===== config.mk =====
export PLATFORM = sky130hd
export DESIGN_NAME = ip_tx_arbiter_flat
export DESIGN_NICKNAME = d
export VERILOG_FILES = /design/src/rtl/ip_tx_arbiter_if.sv /design/src/rtl/ip_tx_arbiter.sv /design/src/flat_wrapper.sv
export SDC_FILE = /design/constraint.sdc
export NUM_CORES = 1
export LEC_CHECK = 0
export ABC_AREA = 0
export CORE_AREA = 2 2 110 112
export DETAILED_ROUTE_END_ITERATION = 16
export DIE_AREA = 0 0 112 114
export DONT_BUFFER_PORTS = 1
export GPL_TIMING_DRIVEN = 0
export HOLD_SLACK_MARGIN = 0.03
export PLACE_DENSITY = 0.54
export SKIP_LAST_GASP = 1
export SYNTH_ARGS = -nofsm -noshare
export SYNTH_HDL_FRONTEND = slang
export SYNTH_SLANG_ARGS = --single-unit
export TNS_END_PERCENT = 50

===== constraint.sdc =====
create_clock -name clk -period 2.2 [get_ports clk]
set_clock_uncertainty 0.05 [all_clocks]
set_input_delay 0.22 -clock clk [delete_from_list [all_inputs] [get_ports clk]]
set_output_delay 0.22 -clock clk [all_outputs]
set_load 0.1 [all_outputs]

===== src/rtl/ip_tx_arbiter_if.sv =====
// Signal bundle around ip_tx_arbiter: per-requester config, length and payload streams,
// the shared header generator's config/length/header streams, and the packet output.
interface ip_tx_arbiter_if #(
    parameter int NUM_REQ = 2
);
    localparam int REQ_W = (NUM_REQ > 1) ? $clog2(NUM_REQ) : 1;

    logic [31:0]              src_ip;
    logic [NUM_REQ-1:0][7:0]  req_protocol;
    logic [NUM_REQ-1:0][31:0] req_dest_ip;

    logic [NUM_REQ-1:0]       req_len_tvalid;
    logic [NUM_REQ-1:0]       req_len_tready;
    logic [NUM_REQ-1:0][15:0] req_len_tdata;

    logic [NUM_REQ-1:0]       pay_i_tvalid;
    logic [NUM_REQ-1:0]       pay_i_tready;
    logic [NUM_REQ-1:0]       pay_i_tlast;
    logic [NUM_REQ-1:0][7:0]  pay_i_tdata;

    logic [7:0]               hg_protocol;
    logic [31:0]              hg_src_ip;
    logic [31:0]              hg_dest_ip;
    logic                     hg_len_tvalid;
    logic                     hg_len_tready;
    logic                     hg_len_tlast;
    logic [15:0]              hg_len_tdata;

    logic                     hdr_i_tvalid;
    logic                     hdr_i_tready;
    logic                     hdr_i_tlast;
    logic [7:0]               hdr_i_tdata;

    logic                     axis_o_tvalid;
    logic                     axis_o_tready;
    logic                     axis_o_tlast;
    logic [7:0]               axis_o_tdata;

    logic [REQ_W-1:0]         grant;

    // Arbiter side
    modport master (
        input  src_ip, req_protocol, req_dest_ip,
        input  req_len_tvalid, req_len_tdata,
        output req_len_tready,
        input  pay_i_tvalid, pay_i_tlast, pay_i_tdata,
        output pay_i_tready,
        output hg_protocol, hg_src_ip, hg_dest_ip,
        output hg_len_tvalid, hg_len_tlast, hg_len_tdata,
        input  hg_len_tready,
        input  hdr_i_tvalid, hdr_i_tlast, hdr_i_tdata,
        output hdr_i_tready,
        output axis_o_tvalid, axis_o_tlast, axis_o_tdata,
        input  axis_o_tready,
        output grant
    );

    // Environment side (sources, header generator, framing stage)
    modport slave (
        output src_ip, req_protocol, req_dest_ip,
        output req_len_tvalid, req_len_tdata,
        input  req_len_tready,
        output pay_i_tvalid, pay_i_tlast, pay_i_tdata,
        input  pay_i_tready,
        input  hg_protocol, hg_src_ip, hg_dest_ip,
        input  hg_len_tvalid, hg_len_tlast, hg_len_tdata,
        output hg_len_tready,
        output hdr_i_tvalid, hdr_i_tlast, hdr_i_tdata,
        input  hdr_i_tready,
        input  axis_o_tvalid, axis_o_tlast, axis_o_tdata,
        output axis_o_tready,
        input  grant
    );
endinterface


===== src/rtl/ip_tx_arbiter.sv =====
// Round-robin arbiter sharing one IPv4 header generator between NUM_REQ sources;
// emits generated header then the granted source's payload as one byte stream.

// Per-requester ready steering: only the granted lane sees the downstream ready.
module ip_tx_arb_lane (
    input  logic sel,
    input  logic len_phase,
    input  logic pay_phase,
    input  logic hg_len_tready,
    input  logic axis_o_tready,
    output logic req_len_tready,
    output logic pay_i_tready
);
    assign req_len_tready = sel & len_phase & hg_len_tready;
    assign pay_i_tready   = sel & pay_phase & axis_o_tready;
endmodule

module ip_tx_arbiter #(
    parameter int NUM_REQ = 2
) (
    input  logic            clk,
    input  logic            sresetn,
    ip_tx_arbiter_if.master bus
);
    localparam int REQ_W = (NUM_REQ > 1) ? $clog2(NUM_REQ) : 1;

    typedef enum logic [1:0] {IDLE, LEN, HDR, PAY} state_t;

    state_t             state, state_nxt;
    logic [REQ_W-1:0]   rr_ptr, grant, sel_idx;
    logic               sel_vld, ld_grant, ld_zero, ret_idle, zero_len;
    logic [7:0]         hg_protocol;
    logic [31:0]        hg_src_ip, hg_dest_ip;
    logic               len_phase, pay_phase;
    logic               hg_rdy, out_rdy;
    logic [NUM_REQ-1:0] lane_sel, lane_len_rdy, lane_pay_rdy;

    // (base + off) mod NUM_REQ; off is always below NUM_REQ
    function automatic logic [REQ_W-1:0] wrap_add(input logic [REQ_W-1:0] base, input int off);
        int sum;
        sum = int'(base) + off;
        if (sum >= NUM_REQ) sum = sum - NUM_REQ;
        return sum[REQ_W-1:0];
    endfunction

    // Scan downward so the last hit is the closest one at or after rr_ptr.
    always_comb begin
        sel_vld = 1'b0;
        sel_idx = '0;
        for (int i = NUM_REQ - 1; i >= 0; i--) begin
            if (bus.req_len_tvalid[wrap_add(rr_ptr, i)]) begin
                sel_vld = 1'b1;
                sel_idx = wrap_add(rr_ptr, i);
            end
        end
    end

    always_ff @(posedge clk or negedge sresetn) begin
        if (!sresetn) begin
            state       <= IDLE;
            rr_ptr      <= '0;
            grant       <= '0;
            hg_protocol <= '0;
            hg_src_ip   <= '0;
            hg_dest_ip  <= '0;
            zero_len    <= 1'b0;
        end else begin
            state <= state_nxt;
            if (ld_grant) begin
                grant       <= sel_idx;
                hg_protocol <= bus.req_protocol[sel_idx];
                hg_dest_ip  <= bus.req_dest_ip[sel_idx];
                hg_src_ip   <= bus.src_ip;
            end
            if (ld_zero)
                zero_len <= (bus.req_len_tdata[grant] == 16'd0);
            if (ret_idle)
                rr_ptr <= wrap_add(grant, 1);
        end
    end

    always_comb begin
        state_nxt         = state;
        ld_grant          = 1'b0;
        ld_zero           = 1'b0;
        ret_idle          = 1'b0;
        bus.hg_len_tvalid = 1'b0;
        bus.hg_len_tdata  = '0;
        bus.hg_len_tlast  = 1'b0;
        bus.hdr_i_tready  = 1'b0;
        bus.axis_o_tvalid = 1'b0;
        bus.axis_o_tdata  = '0;
        bus.axis_o_tlast  = 1'b0;
        case (state)
            IDLE: begin
                if (sel_vld) begin
                    ld_grant  = 1'b1;
                    state_nxt = LEN;
                end
            end
            LEN: begin
                bus.hg_len_tvalid = bus.req_len_tvalid[grant];
                bus.hg_len_tdata  = bus.req_len_tdata[grant];
                bus.hg_len_tlast  = 1'b1;
                if (bus.req_len_tvalid[grant] && bus.hg_len_tready) begin
                    ld_zero   = 1'b1;
                    state_nxt = HDR;
                end
            end
            HDR: begin
                bus.axis_o_tvalid = bus.hdr_i_tvalid;
                bus.axis_o_tdata  = bus.hdr_i_tdata;
                // A zero-length packet ends on the last header byte.
                bus.axis_o_tlast  = bus.hdr_i_tlast & zero_len;
                bus.hdr_i_tready  = bus.axis_o_tready;
                if (bus.hdr_i_tvalid && bus.axis_o_tready && bus.hdr_i_tlast) begin
                    if (zero_len) begin
                        state_nxt = IDLE;
                        ret_idle  = 1'b1;
                    end else begin
                        state_nxt = PAY;
                    end
                end
            end
            PAY: begin
                bus.axis_o_tvalid = bus.pay_i_tvalid[grant];
                bus.axis_o_tdata  = bus.pay_i_tdata[grant];
                bus.axis_o_tlast  = bus.pay_i_tlast[grant];
                if (bus.pay_i_tvalid[grant] && bus.axis_o_tready && bus.pay_i_tlast[grant]) begin
                    state_nxt = IDLE;
                    ret_idle  = 1'b1;
                end
            end
            default: state_nxt = IDLE;
        endcase
    end

    assign len_phase = (state == LEN);
    assign pay_phase = (state == PAY);
    assign hg_rdy    = bus.hg_len_tready;
    assign out_rdy   = bus.axis_o_tready;

    for (genvar i = 0; i < NUM_REQ; i++) begin : g_sel
        assign lane_sel[i] = (grant == REQ_W'(i));
    end

    ip_tx_arb_lane u_lane [NUM_REQ-1:0] (
        .sel            (lane_sel),
        .len_phase      (len_phase),
        .pay_phase      (pay_phase),
        .hg_len_tready  (hg_rdy),
        .axis_o_tready  (out_rdy),
        .req_len_tready (lane_len_rdy),
        .pay_i_tready   (lane_pay_rdy)
    );

    assign bus.req_len_tready = lane_len_rdy;
    assign bus.pay_i_tready   = lane_pay_rdy;
    assign bus.hg_protocol    = hg_protocol;
    assign bus.hg_src_ip      = hg_src_ip;
    assign bus.hg_dest_ip     = hg_dest_ip;
    assign bus.grant          = grant;
endmodule

===== src/flat_wrapper.sv =====
// flat-port wrapper written by rule: the top's interface ports become plain ports
module ip_tx_arbiter_flat 
#(
    parameter int NUM_REQ = 2
)
  (clk, sresetn, bus_src_ip, bus_req_protocol, bus_req_dest_ip, bus_req_len_tvalid, bus_req_len_tdata, bus_req_len_tready, bus_pay_i_tvalid, bus_pay_i_tlast, bus_pay_i_tdata, bus_pay_i_tready, bus_hg_protocol, bus_hg_src_ip, bus_hg_dest_ip, bus_hg_len_tvalid, bus_hg_len_tlast, bus_hg_len_tdata, bus_hg_len_tready, bus_hdr_i_tvalid, bus_hdr_i_tlast, bus_hdr_i_tdata, bus_hdr_i_tready, bus_axis_o_tvalid, bus_axis_o_tlast, bus_axis_o_tdata, bus_axis_o_tready, bus_grant);
  ip_tx_arbiter_if #(.NUM_REQ(NUM_REQ)) bus_i ();
  input  logic clk;
  input  logic sresetn;
  input wire logic [$bits(bus_i.src_ip)-1:0] bus_src_ip;
  input wire logic [$bits(bus_i.req_protocol)-1:0] bus_req_protocol;
  input wire logic [$bits(bus_i.req_dest_ip)-1:0] bus_req_dest_ip;
  input wire logic [$bits(bus_i.req_len_tvalid)-1:0] bus_req_len_tvalid;
  input wire logic [$bits(bus_i.req_len_tdata)-1:0] bus_req_len_tdata;
  output wire logic [$bits(bus_i.req_len_tready)-1:0] bus_req_len_tready;
  input wire logic [$bits(bus_i.pay_i_tvalid)-1:0] bus_pay_i_tvalid;
  input wire logic [$bits(bus_i.pay_i_tlast)-1:0] bus_pay_i_tlast;
  input wire logic [$bits(bus_i.pay_i_tdata)-1:0] bus_pay_i_tdata;
  output wire logic [$bits(bus_i.pay_i_tready)-1:0] bus_pay_i_tready;
  output wire logic [$bits(bus_i.hg_protocol)-1:0] bus_hg_protocol;
  output wire logic [$bits(bus_i.hg_src_ip)-1:0] bus_hg_src_ip;
  output wire logic [$bits(bus_i.hg_dest_ip)-1:0] bus_hg_dest_ip;
  output wire logic [$bits(bus_i.hg_len_tvalid)-1:0] bus_hg_len_tvalid;
  output wire logic [$bits(bus_i.hg_len_tlast)-1:0] bus_hg_len_tlast;
  output wire logic [$bits(bus_i.hg_len_tdata)-1:0] bus_hg_len_tdata;
  input wire logic [$bits(bus_i.hg_len_tready)-1:0] bus_hg_len_tready;
  input wire logic [$bits(bus_i.hdr_i_tvalid)-1:0] bus_hdr_i_tvalid;
  input wire logic [$bits(bus_i.hdr_i_tlast)-1:0] bus_hdr_i_tlast;
  input wire logic [$bits(bus_i.hdr_i_tdata)-1:0] bus_hdr_i_tdata;
  output wire logic [$bits(bus_i.hdr_i_tready)-1:0] bus_hdr_i_tready;
  output wire logic [$bits(bus_i.axis_o_tvalid)-1:0] bus_axis_o_tvalid;
  output wire logic [$bits(bus_i.axis_o_tlast)-1:0] bus_axis_o_tlast;
  output wire logic [$bits(bus_i.axis_o_tdata)-1:0] bus_axis_o_tdata;
  input wire logic [$bits(bus_i.axis_o_tready)-1:0] bus_axis_o_tready;
  output wire logic [$bits(bus_i.grant)-1:0] bus_grant;
  assign bus_i.src_ip = bus_src_ip;
  assign bus_i.req_protocol = bus_req_protocol;
  assign bus_i.req_dest_ip = bus_req_dest_ip;
  assign bus_i.req_len_tvalid = bus_req_len_tvalid;
  assign bus_i.req_len_tdata = bus_req_len_tdata;
  assign bus_req_len_tready = bus_i.req_len_tready;
  assign bus_i.pay_i_tvalid = bus_pay_i_tvalid;
  assign bus_i.pay_i_tlast = bus_pay_i_tlast;
  assign bus_i.pay_i_tdata = bus_pay_i_tdata;
  assign bus_pay_i_tready = bus_i.pay_i_tready;
  assign bus_hg_protocol = bus_i.hg_protocol;
  assign bus_hg_src_ip = bus_i.hg_src_ip;
  assign bus_hg_dest_ip = bus_i.hg_dest_ip;
  assign bus_hg_len_tvalid = bus_i.hg_len_tvalid;
  assign bus_hg_len_tlast = bus_i.hg_len_tlast;
  assign bus_hg_len_tdata = bus_i.hg_len_tdata;
  assign bus_i.hg_len_tready = bus_hg_len_tready;
  assign bus_i.hdr_i_tvalid = bus_hdr_i_tvalid;
  assign bus_i.hdr_i_tlast = bus_hdr_i_tlast;
  assign bus_i.hdr_i_tdata = bus_hdr_i_tdata;
  assign bus_hdr_i_tready = bus_i.hdr_i_tready;
  assign bus_axis_o_tvalid = bus_i.axis_o_tvalid;
  assign bus_axis_o_tlast = bus_i.axis_o_tlast;
  assign bus_axis_o_tdata = bus_i.axis_o_tdata;
  assign bus_i.axis_o_tready = bus_axis_o_tready;
  assign bus_grant = bus_i.grant;
  ip_tx_arbiter #(.NUM_REQ(NUM_REQ)) u_core (.clk(clk), .sresetn(sresetn), .bus(bus_i));
endmodule

# == Yosys cells after proc, flatten, opt, wreduce, memory -nomap -nowiden ==
# Index checks and enable logic that the tools add are counted.
# totals
latch_bits,0
reg_bits,77
mem_bits_ro,0
elab_cells,90
mem_count,0
ram_bits,0
in_bits,180
output_inout_bits,106
# classes
mux,46
n_lt_le_gt_ge,7
n_reduce_logical,8
div,0
bitwise_logic,10
multipliers,0
shifts,0
n_eq_ne,7
add_sub_neg,5
# op_table
operator,n
two-way mux 32 bit,2
two-way mux 16 bit,3
two-way mux 8 bit,4
two-way mux 1 bit,27
zero test 16 bit,1
case mux 8 bit (2 select lines),1
two-way mux 2 bit,5
AND 1 bit,9
"less-than comparator 1 x 2 -> 1 bit, second input constant",4
"inequality test 2 x 1 -> 1 bit, second input constant",4
case mux 2 bit (4 select lines),1
case mux 1 bit (2 select lines),3
logical AND 1 bit,5
"adder 1 x 1 -> 2 bit, second input constant",2
"== test 2 bit, second input constant",2
"greater-or-equal comparator 2 bit, second input constant",2
AND reduction 4 bit,1
"subtractor 1 bit, second input constant",3
"== test 2 x 1 -> 1 bit, second input constant",1
"greater-or-equal comparator 1 x 2 -> 1 bit, second input constant",1
zero test 2 bit,1
NOT 1 bit,1

# == Depth between registers and ports, before layout ==
# logic_depth
ltp_word,9
mapped_depth,7
ltp_nobuf,4

# == Hierarchy ==
# Synthesis repeated with hierarchy kept, for this count alone.
# hier_totals
hier_cells,372
hier_area_um2,3946.3
# modules_own_cells
module,cells_each,seq_area_each_um2,instances,area_each_um2
ip_tx_arbiter,368,1926.8,1,3921.3
ip_tx_arb_lane,2,0.0,2,12.5

# == Worst setup path before layout ==
# Ideal clock, no wire load.
# synth_timing
path_kind,register to output
startpoint,"reg u_core.grant, in the netlist u_core.bus.grant"
endpoint,out bus_hg_len_tdata[10]
slack_ns,-1.161
required_ns,1.930
path_buffers,3
t_arrival_ns,3.091
path_stages_with_launch,6
path_cell_list,dfrtp_1 clkbuf_1 buf_2 buf_2 mux2i_1 nor2_1
# synth_via
elab_chain_len,3
# synth_rtl
item,line_no,source
"start, declared",ip_tx_arbiter.sv:30,"logic [REQ_W-1:0] rr_ptr, grant, sel_idx;"
"start signal, assigned",ip_tx_arbiter.sv:70,grant <= sel_idx;
two-way mux 16 bit (implied by the code) (2 in a row),ip_tx_arbiter.sv:103,bus.hg_len_tdata = bus.req_len_tdata[grant];
two-way mux 16 bit,ip_tx_arbiter.sv:94,case (state)
"end, declared",flat_wrapper.sv:25,output wire logic [$bits(bus_i.hg_len_tdata)-1:0] bus_hg_len_tdata;
# No other way between the ends. The select of a mux whose other input is x is not followed.

# == Worst setup path after layout ==
# layout_timing
startpoint,"reg u_core.grant, in the netlist u_core.bus.grant"
endpoint,out bus_hg_len_tdata[11]
# The elaborated chain is that of the path after synthesis.

==> results_dict.tcl <==
set metrics [dict create \
    setup_ws_ns -0.2107 \
    crit_path_max_fanout 6 \
    clockBufferDepth 2 \
    dp_hpwl_um 8344 \
    n_antenna_cell 0 \
    syn-num-nets 552 \
    initialDrtViolationCount 170 \
    finalSetupViolations 26 \
    routed_wl_um 11760 \
    htree_levels 3 \
    grt_max_degree 78 \
    hold_violations 0 \
    outcome "finished with violations" \
    met3_usage 0.06323 \
    netlist_area_sq_mm 0.004079 \
    num_rows 40 \
    async_flop_share 1.000 \
    grt_pass1_wl_um 17460 \
    cts.sinks 77 \
    synth.avg_cell_area_sq_um 10.96 \
    use_met2 0.3232 \
    start_util 0.3483 \
    ys_ff_latch 77 \
    grt.total_usage 0.1747 \
    period_share 1.096 \
    final_core_util 0.4587 \
    critPathKind "reg2out" \
    seq_area_frac_synth 0.4724 \
    die_area_sq_mm 0.01277 \
    fillers 1094 \
    synth_edf_count 0 \
    drc 0 \
    worst_skew_pair.late_latency_ns 0.33 \
    final_antenna_net_count 0 \
    drv_slew 0 \
    wl_per_cell_um 20.24 \
    crit_arrival_ns 2.14 \
    ys.flop_type "dfrtp_1" \
    synthTopCellsByArea "dfrtp_1 47%, mux2i_1 16%, mux2_4 11%" \
    drive_gt1_frac 0.2604 \
    grt_most_used_layer "met2" \
    io_pins 286 \
    firstDrtPassIters 5 \
    yosysTopAreaCellShare 0.4724 \
    synth.distinct_cells 32 \
    syn_to_final_growth_pct 31.69 \
    yosysMostFrequentCell "dfrtp_1" \
    die_y_um 114 \
    netlist_instances 372 \
    vias 3072 \
    cts-root-buf "clkbuf_16" \
    use_met1 0.1846 \
    violations "setup timing" \
    hp-class "in2reg" \
    yosysWarnings 0 \
    critPathLaunchType "flip-flop" \
    maxCapViolCount 0 \
    tightest_slew_ns 1.063 \
    grt_pass1_vias 3280 \
    antenna_found_initial 0 \
    rsz0062_at_grt "true" \
    required_ns 1.93 \
    viasPerCell 5.287 \
    cts_tree "built" \
    place_congestion 0.7798 \
    period_needed_ns 2.411 \
    ys_top_cells_by_count "77 x dfrtp_1, 66 x mux2i_1, 54 x nand2_1, 39 x o21ai_0, 29 x mux2_4" \
    core_sq_mm 0.01171 \
    maxClockFrequency_mhz 414.8 \
    cts_made_buffers 9 \
    path_clk_slew_ns 0.06 \
    maxSlewHeadroom 0.2904 \
    nets 610 \
    die_w_um 112 \
    port_buffers 0 \
    endpoint_kind "primary output" \
    grt-ovfl-total 0 \
    synth_top_cell_by_area "dfrtp_1" \
]
path summary, 6_finish.rpt:
kind | start | slack (ns) | cells past startpoint | endpoint
worst max-delay path | u_core.bus.grant$_DFFE_PN0P_ | -0.21 | 5 | bus_hg_len_tdata[11]
worst min-delay path | bus_req_protocol[14] | 0.04 | 2 | u_core.bus.hg_protocol[6]$_DFFE_PN0P_
worst max register to register | u_core.rr_ptr$_DFFE_PN0P_ | 0.08 | 4 | u_core.bus.hg_dest_ip[19]$_DFFE_PN0P_
worst min register to register | u_core.rr_ptr$_DFFE_PN0P_ | 0.46 | 1 | u_core.rr_ptr$_DFFE_PN0P_
max in group asynchronous | sresetn | 1.32 | 2 | u_core.bus.grant$_DFFE_PN0P_
min in group asynchronous | sresetn | 0.44 | 2 | u_core.bus.hg_src_ip[2]$_DFFE_PN0P_
cell families (layout without fill, tap and decap cells):
group / Yosys count / in the layout / synth area share
buf+inv: 36 / 98 / 0.05092
flops: 77 / 77 / 0.4724
compound gates: 60 / 60 / 0.08988
mux: 100 / 100 / 0.2825
simple gates: 99 / 99 / 0.1043
area by class of cell:
| type | count | area [sq um] | area share |
|---|---|---|---|
| inverter | 4 | 18.77 | 0.003494 |
| sequential | 77 | 1931 | 0.3594 |
| timing repair buffer | 48 | 513.0 | 0.09550 |
| tap | 147 | 183.9 | 0.03424 |
| clock inverter | 5 | 58.81 | 0.01095 |
| clock buffer | 10 | 239.0 | 0.04449 |
| multi-input combinational | 259 | 2157 | 0.4016 |
| buffer | 31 | 270.3 | 0.05031 |
routing by layer:
layer,up-vias,routed length [um],share of wire
met5,-,0,0
met4,0,192,0.016
met3,14,1090,0.093
met2,191,6279,0.53
met1,1450,4196,0.36
li1,1417,-,-
flip-flops by register name, summed over array words and instances, names as in the netlist:
| register | flops |
|---|---|
| u_core.bus.grant | 1 |
| u_core.zero_len | 1 |
| u_core.bus.hg_dest_ip | 32 |
| u_core.bus.hg_protocol | 8 |
| u_core.bus.hg_src_ip | 32 |
| u_core.rr_ptr | 1 |
| u_core.state | 2 |
critical path: stages, from the launching register on:
cell and delay, ns:
dfrtp_4 0.62, clkbuf_16 0.23, buf_12 0.14, buf_12 0.13, mux2i_2 0.16, nor2_4 0.52
stage by stage:
step / TNS, ns / std cells / area (sq um) / setup WS, ns / hold slack (ns)
after floorplan: -0.05738 / 372 / 4212 / -0.03803 / -0.1256
after global placement: -2.482 / 519 / 4395 / -0.2177 / -0.1242
after detailed placement: -2.685 / 519 / 4398 / -0.2425 / -0.1247
after CTS: -4.088 / 575 / 5269 / -0.2365 / 0.03065
after global routing: -5.466 / 581 / 5371 / -0.2629 / 0.03145
final: -3.533 / 581 / 5371 / -0.2107 / 0.04098
layout by cell type, fill, tap and decap left out, drive strengths merged, types with 2 or more instances in the layout:
cell | synthesis | routed
mux2 | 34 | 34
or4 | 2 | 2
dfrtp | 77 | 77
o21ai | 43 | 43
clkinvlp | 0 | 3
o211a | 9 | 9
nor2 | 26 | 26
nand2 | 54 | 54
nor4 | 5 | 5
nor3 | 2 | 2
clkbuf | 14 | 26
dlygate4sd3 | 0 | 39
nand3 | 2 | 2
buf | 18 | 24
nand3b | 2 | 2
inv | 4 | 4
nand4 | 2 | 2
mux2i | 66 | 66
what timing repair did:
item,in CTS,in global routing
gates resized for setup,38,6
hold endpoints to repair,112,1
hold buffers,39,1
gates cloned,0,2
pin swaps,3,3
setup endpoints to repair,33,37
setup buffers,2,4
Power is left out: the tool's default activity adds up to more than one toggle a clock period on the data nets, which glitch-free logic cannot reach.
